$ cat src/rtl/sound_comm_mailbox_if.sv
// Mailbox bundle between 68k bus decode / io_sound (master) and the mailbox controller (slave).
// Pure wiring, no latency; flow control is strobe edges plus full/avail status, no stall path.
interface sound_comm_mailbox_if #(
    parameter int DW = 8
);
    logic          m68k_wr_b;
    logic          m68k_rd_b;
    logic [DW-1:0] m68k_din;
    logic [DW-1:0] m68k_dout;
    logic          snd_wr_b;
    logic          snd_rd_b;
    logic [DW-1:0] snd_din;
    logic [DW-1:0] snd_dout;
    logic          sndnmi_b;
    logic          cmd_full;
    logic          resp_full;
    logic          resp_avail;
    logic          ovr_clr;
    logic          cmd_ovr;
    logic          resp_ovr;

    modport slave (
        input  m68k_wr_b, m68k_rd_b, m68k_din, snd_wr_b, snd_rd_b, snd_din, ovr_clr,
        output m68k_dout, snd_dout, sndnmi_b, cmd_full, resp_full, resp_avail, cmd_ovr, resp_ovr
    );

    modport master (
        output m68k_wr_b, m68k_rd_b, m68k_din, snd_wr_b, snd_rd_b, snd_din, ovr_clr,
        input  m68k_dout, snd_dout, sndnmi_b, cmd_full, resp_full, resp_avail, cmd_ovr, resp_ovr
    );
endinterface

$ cat src/rtl/sound_comm_mailbox.sv
// 68k <-> 6502 sound mailbox: command/response channels plus NMI sequencer; SNDCOMM_FIFO_EN selects FIFO channels.
// Status/head outputs update on the clk after a strobe rising edge; NMI pulse follows the command by 1 clk.
// No backpressure: pushes into a full channel are dropped and flagged in the sticky overrun bit.
module sound_comm_chan #(
    parameter int DW    = 8,
    parameter int DEPTH = 1
) (
    input  logic          clk,
    input  logic          reset,
    input  logic          push,
    input  logic          pop,
    input  logic [DW-1:0] din,
    input  logic          ovr_clr,
    output logic [DW-1:0] dout_q,
    output logic          full_q,
    output logic          avail_q,
    output logic          ovr_q
);
    localparam int PW = (DEPTH > 1) ? $clog2(DEPTH) : 1;
    localparam int NE = 1 << PW;
    localparam int CW = $clog2(DEPTH) + 1;
    localparam logic [CW-1:0] DEPTH_C = CW'(DEPTH);
    localparam logic [PW-1:0] LAST_C  = PW'(DEPTH - 1);

    logic [DW-1:0] mem_q [NE];
    logic [DW-1:0] mem_d [NE];
    logic [PW-1:0] rd_ptr_q, rd_ptr_d, wr_ptr_q, wr_ptr_d;
    logic [CW-1:0] count_q, count_d, count_mid;
    logic [DW-1:0] dout_d;
    logic          full_d, avail_d, ovr_d;
    logic          do_pop, do_push;

    always_comb begin
        // Pop is resolved first so a full channel can accept a same-clk push.
        do_pop    = pop && (count_q != '0);
        count_mid = count_q - CW'(do_pop);
        do_push   = push && (count_mid != DEPTH_C);
        count_d   = count_mid + CW'(do_push);
        rd_ptr_d  = rd_ptr_q;
        wr_ptr_d  = wr_ptr_q;
        mem_d     = mem_q;
        if (do_pop) begin
            rd_ptr_d = (rd_ptr_q == LAST_C) ? '0 : rd_ptr_q + PW'(1);
        end
        if (do_push) begin
            mem_d[wr_ptr_q] = din;
            wr_ptr_d        = (wr_ptr_q == LAST_C) ? '0 : wr_ptr_q + PW'(1);
        end
        ovr_d = ovr_q;
        if (ovr_clr) begin
            ovr_d = 1'b0;
        end
        if (push && !do_push) begin
            ovr_d = 1'b1;
        end
        full_d  = (count_d == DEPTH_C);
        avail_d = (count_d != '0);
        dout_d  = avail_d ? mem_d[rd_ptr_d] : '0;
    end

    always_ff @(posedge clk or posedge reset) begin
        if (reset) begin
            for (int i = 0; i < NE; i++) begin
                mem_q[i] <= '0;
            end
            rd_ptr_q <= '0;
            wr_ptr_q <= '0;
            count_q  <= '0;
            dout_q   <= '0;
            full_q   <= 1'b0;
            avail_q  <= 1'b0;
            ovr_q    <= 1'b0;
        end else begin
            mem_q    <= mem_d;
            rd_ptr_q <= rd_ptr_d;
            wr_ptr_q <= wr_ptr_d;
            count_q  <= count_d;
            dout_q   <= dout_d;
            full_q   <= full_d;
            avail_q  <= avail_d;
            ovr_q    <= ovr_d;
        end
    end
endmodule

module sound_comm_mailbox #(
    parameter int DW         = 8,
    parameter int NMI_WIDTH  = 4,
    parameter int FIFO_DEPTH = 4
) (
    input  logic                 clk,
    input  logic                 reset,
    sound_comm_mailbox_if.slave  bus
);
`ifdef SNDCOMM_FIFO_EN
    localparam int DEPTH = FIFO_DEPTH;
`else
    localparam int DEPTH = (FIFO_DEPTH > 0) ? 1 : 1;
`endif
    localparam int NCW = $clog2(NMI_WIDTH) + 1;
    localparam logic [NCW-1:0] NMI_LAST = NCW'(NMI_WIDTH - 1);

    typedef enum logic [1:0] {NMI_IDLE, NMI_PULSE, NMI_WAIT} nmi_state_e;

    logic          m68k_wr_q, m68k_wr_d, m68k_rd_q, m68k_rd_d;
    logic          snd_wr_q, snd_wr_d, snd_rd_q, snd_rd_d;
    logic [DW-1:0] cmd_cap_q, cmd_cap_d, resp_cap_q, resp_cap_d;
    logic          m68k_wr_ev, m68k_rd_ev, snd_wr_ev, snd_rd_ev;
    logic          cmd_avail;
    nmi_state_e    state_q, state_d;
    logic [NCW-1:0] ncnt_q, ncnt_d;
    logic          nmi_b_q, nmi_b_d;

    always_comb begin
        m68k_wr_d  = bus.m68k_wr_b;
        m68k_rd_d  = bus.m68k_rd_b;
        snd_wr_d   = bus.snd_wr_b;
        snd_rd_d   = bus.snd_rd_b;
        m68k_wr_ev = !m68k_wr_q && bus.m68k_wr_b;
        m68k_rd_ev = !m68k_rd_q && bus.m68k_rd_b;
        snd_wr_ev  = !snd_wr_q && bus.snd_wr_b;
        snd_rd_ev  = !snd_rd_q && bus.snd_rd_b;
        // Write data tracks the bus only while the strobe is low; the edge cycle commits the last sample.
        cmd_cap_d  = bus.m68k_wr_b ? cmd_cap_q : bus.m68k_din;
        resp_cap_d = bus.snd_wr_b ? resp_cap_q : bus.snd_din;
    end

    always_comb begin
        state_d = state_q;
        ncnt_d  = ncnt_q;
        case (state_q)
            NMI_IDLE: begin
                if (cmd_avail) begin
                    state_d = NMI_PULSE;
                    ncnt_d  = '0;
                end
            end
            NMI_PULSE: begin
                if (ncnt_q == NMI_LAST) begin
                    state_d = NMI_WAIT;
                end else begin
                    ncnt_d = ncnt_q + NCW'(1);
                end
            end
            NMI_WAIT: begin
                if (snd_rd_ev) begin
                    state_d = NMI_IDLE;
                end
            end
            default: state_d = NMI_IDLE;
        endcase
        nmi_b_d = (state_d != NMI_PULSE);
    end

    always_ff @(posedge clk or posedge reset) begin
        if (reset) begin
            m68k_wr_q  <= 1'b1;
            m68k_rd_q  <= 1'b1;
            snd_wr_q   <= 1'b1;
            snd_rd_q   <= 1'b1;
            cmd_cap_q  <= '0;
            resp_cap_q <= '0;
            state_q    <= NMI_IDLE;
            ncnt_q     <= '0;
            nmi_b_q    <= 1'b1;
        end else begin
            m68k_wr_q  <= m68k_wr_d;
            m68k_rd_q  <= m68k_rd_d;
            snd_wr_q   <= snd_wr_d;
            snd_rd_q   <= snd_rd_d;
            cmd_cap_q  <= cmd_cap_d;
            resp_cap_q <= resp_cap_d;
            state_q    <= state_d;
            ncnt_q     <= ncnt_d;
            nmi_b_q    <= nmi_b_d;
        end
    end

    assign bus.sndnmi_b = nmi_b_q;

    sound_comm_chan #(.DW(DW), .DEPTH(DEPTH)) u_cmd (
        .clk     (clk),
        .reset   (reset),
        .push    (m68k_wr_ev),
        .pop     (snd_rd_ev),
        .din     (cmd_cap_q),
        .ovr_clr (bus.ovr_clr),
        .dout_q  (bus.snd_dout),
        .full_q  (bus.cmd_full),
        .avail_q (cmd_avail),
        .ovr_q   (bus.cmd_ovr)
    );

    sound_comm_chan #(.DW(DW), .DEPTH(DEPTH)) u_resp (
        .clk     (clk),
        .reset   (reset),
        .push    (snd_wr_ev),
        .pop     (m68k_rd_ev),
        .din     (resp_cap_q),
        .ovr_clr (bus.ovr_clr),
        .dout_q  (bus.m68k_dout),
        .full_q  (bus.resp_full),
        .avail_q (bus.resp_avail),
        .ovr_q   (bus.resp_ovr)
    );
endmodule

$ cat src/flat_wrapper.sv
// flat-port wrapper written by rule: the top's interface ports become plain ports
module sound_comm_mailbox_flat 
#(
    parameter int DW         = 8,
    parameter int NMI_WIDTH  = 4,
    parameter int FIFO_DEPTH = 4
)
  (clk, reset, bus_m68k_wr_b, bus_m68k_rd_b, bus_m68k_din, bus_snd_wr_b, bus_snd_rd_b, bus_snd_din, bus_ovr_clr, bus_m68k_dout, bus_snd_dout, bus_sndnmi_b, bus_cmd_full, bus_resp_full, bus_resp_avail, bus_cmd_ovr, bus_resp_ovr);
  sound_comm_mailbox_if #(.DW(DW)) bus_i ();
  input  logic clk;
  input  logic reset;
  input wire logic [$bits(bus_i.m68k_wr_b)-1:0] bus_m68k_wr_b;
  input wire logic [$bits(bus_i.m68k_rd_b)-1:0] bus_m68k_rd_b;
  input wire logic [$bits(bus_i.m68k_din)-1:0] bus_m68k_din;
  input wire logic [$bits(bus_i.snd_wr_b)-1:0] bus_snd_wr_b;
  input wire logic [$bits(bus_i.snd_rd_b)-1:0] bus_snd_rd_b;
  input wire logic [$bits(bus_i.snd_din)-1:0] bus_snd_din;
  input wire logic [$bits(bus_i.ovr_clr)-1:0] bus_ovr_clr;
  output wire logic [$bits(bus_i.m68k_dout)-1:0] bus_m68k_dout;
  output wire logic [$bits(bus_i.snd_dout)-1:0] bus_snd_dout;
  output wire logic [$bits(bus_i.sndnmi_b)-1:0] bus_sndnmi_b;
  output wire logic [$bits(bus_i.cmd_full)-1:0] bus_cmd_full;
  output wire logic [$bits(bus_i.resp_full)-1:0] bus_resp_full;
  output wire logic [$bits(bus_i.resp_avail)-1:0] bus_resp_avail;
  output wire logic [$bits(bus_i.cmd_ovr)-1:0] bus_cmd_ovr;
  output wire logic [$bits(bus_i.resp_ovr)-1:0] bus_resp_ovr;
  assign bus_i.m68k_wr_b = bus_m68k_wr_b;
  assign bus_i.m68k_rd_b = bus_m68k_rd_b;
  assign bus_i.m68k_din = bus_m68k_din;
  assign bus_i.snd_wr_b = bus_snd_wr_b;
  assign bus_i.snd_rd_b = bus_snd_rd_b;
  assign bus_i.snd_din = bus_snd_din;
  assign bus_i.ovr_clr = bus_ovr_clr;
  assign bus_m68k_dout = bus_i.m68k_dout;
  assign bus_snd_dout = bus_i.snd_dout;
  assign bus_sndnmi_b = bus_i.sndnmi_b;
  assign bus_cmd_full = bus_i.cmd_full;
  assign bus_resp_full = bus_i.resp_full;
  assign bus_resp_avail = bus_i.resp_avail;
  assign bus_cmd_ovr = bus_i.cmd_ovr;
  assign bus_resp_ovr = bus_i.resp_ovr;
  sound_comm_mailbox #(.DW(DW), .NMI_WIDTH(NMI_WIDTH), .FIFO_DEPTH(FIFO_DEPTH)) u_core (.clk(clk), .reset(reset), .bus(bus_i));
endmodule
$ cat config.mk
export PLATFORM = sky130hd
export DESIGN_NAME = sound_comm_mailbox_flat
export DESIGN_NICKNAME = d
export VERILOG_FILES = /design/src/rtl/sound_comm_mailbox_if.sv /design/src/rtl/sound_comm_mailbox.sv /design/src/flat_wrapper.sv
export SDC_FILE = /design/constraint.sdc
export NUM_CORES = 1
export LEC_CHECK = 0
export CORE_MARGIN = 2
export CORE_UTILIZATION = 55
export CTS_BUF_LIST = sky130_fd_sc_hd__clkbuf_8
export DETAILED_ROUTE_END_ITERATION = 7
export PLACE_DENSITY = 0.81
export SETUP_SLACK_MARGIN = 0.3
export SYNTH_ARGS = -nofsm -noshare
export SYNTH_HDL_FRONTEND = slang
export SYNTH_SLANG_ARGS = --single-unit
export TNS_END_PERCENT = 100
$ cat constraint.sdc
create_clock -name clk -period 2.5 [get_ports clk]
set_input_delay 0.5 -clock clk [delete_from_list [all_inputs] [get_ports clk]]
set_output_delay 0.5 -clock clk [all_outputs]
set_load 0.02 [all_outputs]
==> results.py, run 1 <==
metrics = {
    "outcome": {
        "status": "finished clean",
    },
    "sta": {
        "fin_worst_skew_ns": 0.00853,
        "final_max_slew_viol_count": 0,
        "unrepaired_setup_endpoints_after_global_routing": "no",
        "finalHoldViolations": 0,
        "shortest_clock_period_the_worst_path_allows_after_layout_ns": 1.93,
        "max_freq_ghz": 0.519,
        "final-setup-viol-count": 0,
        "max_slew_headroom_pct": 73.9,
        "tightestPinTransition_ns": 0.391,
        "fin_setup_tns_ns": 0,
        "min_period_over_period_pct": 77.1,
        "holdWs_ns": 0.507,
    },
    "cells_and_area": {
        "n_fill_cell": 369,
        "drive_gt1_share_pct": 15.3,
        "layoutNonFillerInstCount": 348,
        "fraction_of_the_core_area_covered_by_cells_at_the_end_of_the_flow_pct": 70.7,
        "n_antenna_cell": 0,
        "fin_nets": 301,
        "flow.area_growth_from_synthesis_pct": 23.4,
    },
    "clocking": {
        "clk_pin_slew_worst_paths_ns": 0.06,
        "inserted_clock_buffers": 9,
        "cts_htree_levels": 3,
        "clock-sinks": 64,
        "clock-root-buffer": "clkbuf_8",
        "clk_path_buf_depth": 2,
        "post-cts-setup-buffers": 0,
        "ctsHoldBuffers": 0,
        "insertion_delay_ns": 0.33,
        "post_cts_resized": 0,
        "tritoncts": "yes",
    },
    "power": {
        "irDropWorstVdd_mv": 0.441,
        "pwr_density_cell_mw_per_mm2": 840,
        "power.net_switching_mw": 0.840,
        "netSwitchingFraction_pct": 29.8,
        "power_frac_comb_pct": 26.7,
        "power_frac_seq_pct": 47.9,
        "totalPowerFinal_mw": 2.82,
        "leakagePower_nw": 1.53,
        "pwr-share-clk_pct": 25.3,
        "internal-power_mw": 1.98,
    },
    "logic_synthesis": {
        "synth-edff-count": 0,
        "syn_nets": 254,
        "post_synthesis_compound_gate_area_fraction_pct": 13.3,
        "synth_top_cell_by_area": "dfrtp_1",
        "netlist_instances": 229,
        "ys_seq_area_share_pct": 59.1,
        "most_numerous_cell_types_in_the_synthesized_netlist": "dfrtp_1 (59), nand3_1 (32), nand2_1 (22)",
        "post_synth_xor_area_fraction_pct": 0,
        "top_flip_flop_cell_by_instance_count_after_synthesis": "dfrtp_1",
        "postSynthRegisterBits": 64,
        "postSynth.asyncResetShare_pct": 100,
        "yosys-mux-area-fraction_pct": 7.03,
        "syn-mean-instance-area_um2": 11.9,
        "synth.top_cell.area_share_pct": 54.2,
        "netlist_area_mm2": 0.00272,
        "post_synth_fa_ha_maj_area_fraction_pct": 0.919,
        "yosys_warnings": 0,
        "post_synth_and_or_nand_nor_area_fraction_pct": 12.6,
        "main_combinational_cell_family_by_area_after_synthesis": "compound AO/OA/AOI/OAI gates",
        "netlist_top_cells_area": "dfrtp_1 (54%), mux2_2 (7.0%), nand3_1 (5.9%)",
        "leading_cell_type_by_number_of_instances_after_synthesis": "dfrtp_1",
        "ys_types": 23,
    },
    "die": {
        "fp.dieArea_mm2": 0.00553,
        "pin_count": 45,
        "floorplan.core_area_mm2": 0.00475,
        "floorplan.die.height_um": 74.4,
        "core.rowCount": 25,
        "dieWidth_um": 74.4,
        "initial_core_utilization_pct": 57.3,
    },
    "critical_path": {
        "timing.critical_path.arrival_ns": 1.43,
        "end_kind": "output port",
        "timing_worst_setup_path_type": "flop to output port",
        "ff2ff_path_depth": 3,
        "critical-path-max-stage-delay_ns": 0.59,
        "slowest_stage": "clkdlybuf4s50_1",
        "worstPathRequired_ns": 2.00,
        "critical_path.cell_chain": "clkdlybuf4s50_1",
        "timing.reg2reg.setup_slack_ns": 0.91,
        "critical_path.top_delay_family": "buffers and inverters",
        "crit-reg2reg-capture": "u_core.u_resp.dout_q[2]$_DFF_PP0_",
        "crit_fanout": 1,
        "beginning_of_the_worst_register_to_register_path": "u_core.m68k_rd_q$_DFF_PP1_",
        "worstPathBufferInverterCount": 1,
        "timing.critical_path.from_type": "flop",
    },
    "global_route": {
        "grt_usage_pct": 20.3,
        "grt_pass1_vias": 1828,
        "globalRoute.totalOverflow": 0,
        "grt_first_pass_wirelength_um": 8340,
        "grt_antenna_before_repair": 0,
        "grt_max_degree": 65,
    },
    "min_path": {
        "worst_hold_startpoint": "u_core.resp_cap_q[1]$_DFFE_PP0N_",
        "hold-path-endpoint": "u_core.resp_cap_q[1]$_DFFE_PP0N_",
        "holdCritPathClass": "flop to flop",
        "min_delay_path_depth": 1,
    },
    "place": {
        "dp.final_hpwl_um": 3370,
        "place.port_buffers": 44,
        "place.gp.congestion": 0.756,
        "placed_cells": 332,
    },
    "detailed_routing": {
        "drc_violations_left": 0,
        "via_density_per_instance": 5.57,
        "avgRoutedWirePerCell_um": 14.6,
        "route.final.wire_length_um": 5080,
        "routed-via-count": 1937,
        "firstDrtPassIters": 4,
        "iter_0_drt_violations": 251,
        "detail-route-antenna-nets": 0,
    },
    "flow_run": {
        "number_of_max_cap_violations": 0,
    },
}
[cell type report]
type	count	area, um2	area share, %
clock buffers	10	138	4.10
clock inverters	6	23.8	0.708
inverters	21	78.8	2.35
multi-input cells	129	922	27.4
flip-flops and latches	64	1610	47.9
well taps	67	83.8	2.50
repair buffers	51	505	15.0
[sequential cells by signal, indices dropped and copies added (netlist names), 2 cells and up]
| register | count |
|---|---|
| u_core.cmd_cap_q | 8 |
| u_core.ncnt_q | 3 |
| u_core.resp_cap_q | 8 |
| u_core.state_q | 2 |
| u_core.u_cmd.dout_q | 8 |
| u_core.u_cmd.mem_q | 8 |
| u_core.u_resp.dout_q | 8 |
| u_core.u_resp.mem_q | 8 |
[power by group through the flow]
stage | Sequential (mW) | Combinational (mW) | Clock, mW
2_1_floorplan | 1.43 | 0.412 | 0
3_3_place_gp | 1.36 | 0.730 | 0
3_5_place_dp | 1.37 | 0.752 | 0
4_1_cts | 1.35 | 0.758 | 0.736
5_1_grt | 1.37 | 0.831 | 0.775
6_report | 1.35 | 0.754 | 0.715
[how the worst max path moves through the flow]
| stage | cells past startpoint | startpoint | slack [ns] | endpoint |
|---|---|---|---|---|
| floorplan | 1 | reset | 0.41 | u_core.cmd_cap_q[0]$_DFFE_PP0N_ |
| global placement | 5 | bus_snd_rd_b | 0.51 | u_core.u_cmd.dout_q[7]$_DFF_PP0_ |
| detailed placement | 5 | bus_snd_rd_b | 0.41 | u_core.u_cmd.dout_q[7]$_DFF_PP0_ |
| CTS | 1 | u_core.bus.sndnmi_b$_DFF_PP1_ | 0.56 | bus_sndnmi_b |
| global route | 1 | u_core.bus.sndnmi_b$_DFF_PP1_ | 0.53 | bus_sndnmi_b |
| finish | 1 | u_core.bus.sndnmi_b$_DFF_PP1_ | 0.57 | bus_sndnmi_b |
[cells in the final DEF, fill, tap and decap left out, types with 5 or more instances in the layout]
cell,instances
clkdlybuf4s50_1,44
a32oi_1,16
buf_4,6
mux2_2,17
dfrtp_1,59
nand3_1,32
nand2_1,22
nand3b_1,5
clkbuf_8,10
inv_1,25
a211o_1,16
dfstp_2,5
[through the flow]
| step | setup WS [ns] | instance area (um2) |
|---|---|---|
| final | 0.573 | 3360 |
| after global routing | 0.535 | 3360 |
| after CTS | 0.561 | 3360 |
| after detailed placement | 0.411 | 3200 |
| after global placement | 0.507 | 3200 |
| after floorplan | 0.410 | 2720 |
[routing by layer]
metal | global-route usage, % | part of all wire [%] | vias to the layer above
met5 | 0 | 0 | -
met4 | 8.13 | 1.5 | 0
met3 | 6.23 | 5.1 | 9
met2 | 29.0 | 46 | 62
met1 | 29.4 | 47 | 952
li1 | - | - | 914
[cell families after synthesis]
kind of cell,count (synthesis)
adders and majority gates,2
buffers and inverters,36
and+or+nand+nor,67
AOI/OAI and AO/OA,43
DFF,64
muxes,17
Power figures use the tool's default switching activity.
==> inputs of run 2 (changes only) <==
- clock period: 2.5 -> 1.8 ns (I/O delays scaled with it)
==> run 2 against run 1 <==
Critical path type unchanged. Clock power is 45% higher. Sequential share of layout area is 1.1 points lower. Combinational power is 34% higher. Hold slack worse by 0.12 ns. Global-route usage is 1.0 points higher. Design area is 2.3% higher. Largest cell class unchanged. Via count is 1.9% higher.
==> results.py, run 2 (synthesis results as in run 1) <==
metrics = {
    "detailed_routing": {
        "avgRoutedWirePerCell_um": 15.1,
        "routed-via-count": 1973,
        "iter_0_drt_violations": 263,
        "drc_violations_left": 0,
        "via_density_per_instance": 5.59,
        "detail-route-antenna-nets": 0,
        "firstDrtPassIters": 5,
        "route.final.wire_length_um": 5320,
    },
    "sta": {
        "max_freq_ghz": 0.706,
        "shortest_clock_period_the_worst_path_allows_after_layout_ns": 1.42,
        "fin_worst_skew_ns": 0.00423,
        "final-setup-viol-count": 0,
        "final_max_slew_viol_count": 0,
        "unrepaired_setup_endpoints_after_global_routing": "no",
        "holdWs_ns": 0.389,
        "fin_ws_ns": 0.383,
        "max_slew_headroom_pct": 71.2,
        "fin_setup_tns_ns": 0,
        "finalHoldViolations": 0,
        "tightestPinTransition_ns": 0.431,
        "min_period_over_period_pct": 78.7,
    },
    "die": {
        "pin_count": 45,
        "initial_core_utilization_pct": 57.3,
        "fp.dieArea_mm2": 0.00553,
        "floorplan.core_area_mm2": 0.00475,
        "floorplan.die.height_um": 74.4,
        "dieWidth_um": 74.4,
        "core.rowCount": 25,
    },
    "clocking": {
        "tritoncts": "yes",
        "inserted_clock_buffers": 9,
        "cts_htree_levels": 3,
        "clk_pin_slew_worst_paths_ns": 0.06,
        "clock-sinks": 64,
        "clock-root-buffer": "clkbuf_8",
        "clk_path_buf_depth": 2,
        "ctsHoldBuffers": 0,
        "insertion_delay_ns": 0.33,
    },
    "power": {
        "pwr-share-clk_pct": 26.5,
        "irDropWorstVdd_mv": 0.549,
        "netSwitchingFraction_pct": 30.1,
        "power.net_switching_mw": 1.18,
        "leakagePower_nw": 1.62,
        "internal-power_mw": 2.75,
        "pwr_density_cell_mw_per_mm2": 1140,
        "power_frac_comb_pct": 25.7,
        "power_frac_seq_pct": 47.8,
    },
    "critical_path": {
        "end_kind": "output port",
        "crit-reg2reg-capture": "u_core.ncnt_q[0]$_DFFE_PP0P_",
        "critical_path.cell_chain": "dlygate4sd2_1",
        "crit_fanout": 3,
        "slowest_stage": "dfrtp_1",
        "critical_path.top_delay_family": "flip-flops",
        "critical-path-max-stage-delay_ns": 0.40,
        "path_depth": 1,
        "worstPathBufferInverterCount": 1,
        "timing.reg2reg.setup_slack_ns": 0.39,
        "timing.critical_path.arrival_ns": 1.06,
        "worstPathRequired_ns": 1.44,
        "ff2ff_path_depth": 5,
        "crit_startpoint": "u_core.u_resp.avail_q$_DFF_PP0_",
        "timing.critical_path.from_type": "flop",
        "beginning_of_the_worst_register_to_register_path": "u_core.ncnt_q[0]$_DFFE_PP0P_",
        "cp-endpoint": "bus_resp_avail",
        "timing_worst_setup_path_type": "flop to output port",
    },
    "cells_and_area": {
        "mostFrequentLayoutCell": "dfrtp_1",
        "fin_nets": 306,
        "n_fill_cell": 359,
        "n_antenna_cell": 0,
        "drive_gt1_share_pct": 17.8,
        "flow.area_growth_from_synthesis_pct": 26.3,
        "ff_latch_area_mm2": 0.00161,
        "most-common-layout-cells": "dfrtp_1 (59), nand3_1 (32), inv_1 (25)",
        "multi_input_area_um2": 932,
    },
    "global_route": {
        "globalRoute.totalOverflow": 0,
        "grt_max_degree": 21,
        "grt_first_pass_wirelength_um": 8710,
        "grt_usage_pct": 21.4,
        "grt_antenna_before_repair": 0,
        "grt_pass1_vias": 1826,
    },
    "place": {
        "place.port_buffers": 44,
        "place.gp.congestion": 0.760,
        "dp_slack_ns": 0.0128,
        "dp.final_hpwl_um": 3650,
    },
    "outcome": {
        "status": "finished clean",
    },
    "min_path": {
        "holdCritPathClass": "primary input to async pin",
    },
    "flow_run": {
        "number_of_max_cap_violations": 0,
    },
}
==> run 2: changes by cell type in the layout (fill, tap and decap cells not counted), sizes merged, moves of 2 or more <==
| cell | before | now |
|---|---|---|
| dlygate4sd2 | 0 | 21 |
| buf | 7 | 12 |
| clkdlybuf4s50 | 44 | 22 |
| clkbuf | 10 | 12 |
==> run 2: how the worst min path moves through the flow <==
stage | startpoint | endpoint | cells past startpoint
2_1_floorplan | bus_m68k_rd_b | u_core.m68k_rd_q$_DFF_PP1_ | 0
3_3_place_gp | u_core.u_resp.rd_ptr_q$_DFF_PP0_ | u_core.u_resp.rd_ptr_q$_DFF_PP0_ | 1
3_5_place_dp | u_core.u_cmd.rd_ptr_q$_DFF_PP0_ | u_core.u_cmd.rd_ptr_q$_DFF_PP0_ | 1
4_1_cts | reset | u_core.u_cmd.dout_q[1]$_DFF_PP0_ | 2
5_1_grt | reset | u_core.u_cmd.dout_q[1]$_DFF_PP0_ | 2
6_report | reset | u_core.u_cmd.mem_q[15]$_DFF_PP0_ | 2
==> run 2: worst reg2reg max path, delay by kind of cell, from the launching register on <==
kind                       cells  cell delay, ns
muxes                          1            0.25
AOI/OAI and AO/OA              1            0.22
DFF                            1            0.38
and+or+nand+nor                1            0.07
adders and majority gates      2            0.38
==> run 2: cell type report <==
class | count | share of cell area (%)
inverter | 21 | 2.40
tap | 67 | 2.44
sequential | 64 | 46.8
multi-input combinational | 129 | 27.1
clock inverter | 5 | 0.546
clock buffer | 11 | 4.40
timing repair buffer | 56 | 16.3
==> run 2: power groups by stage <==
stage / Clock, mW / Combinational (mW) / Sequential [mW]
finish: 1.04 / 1.01 / 1.88
global route: 1.13 / 1.12 / 1.91
detailed placement: 0 / 1.06 / 1.90
global placement: 0 / 1.03 / 1.89
CTS: 1.06 / 1.01 / 1.88
floorplan: 0 / 0.573 / 1.99
==> run 2: through the flow <==
step                      util (%)  power (mW)  cell area [um2]  std cells
final                         72.3        3.93             3440        353
after detailed placement      68.9        2.97             3270        335
after floorplan                  -        2.56             2730        229
after global routing          72.3        4.15             3440        353
after global placement        68.9        2.92             3270        335
after CTS                     72.0        3.94             3420        351
==> run 2: per-layer routing <==
metal	track usage, %	vias up	part of all wire, %
met1	33.1	966	47
met2	29.4	68	46
met3	3.79	8	5.4
li1	-	931	-
met4	10.1	0	1.8
met5	0	-	0
==> run 2: timing repair <==
action                                  in CTS  in global routing
gates resized for setup                     23                  3
hold endpoints to repair                     0                  0
endpoints found under the setup margin      23                 17
setup buffers                                0                  2
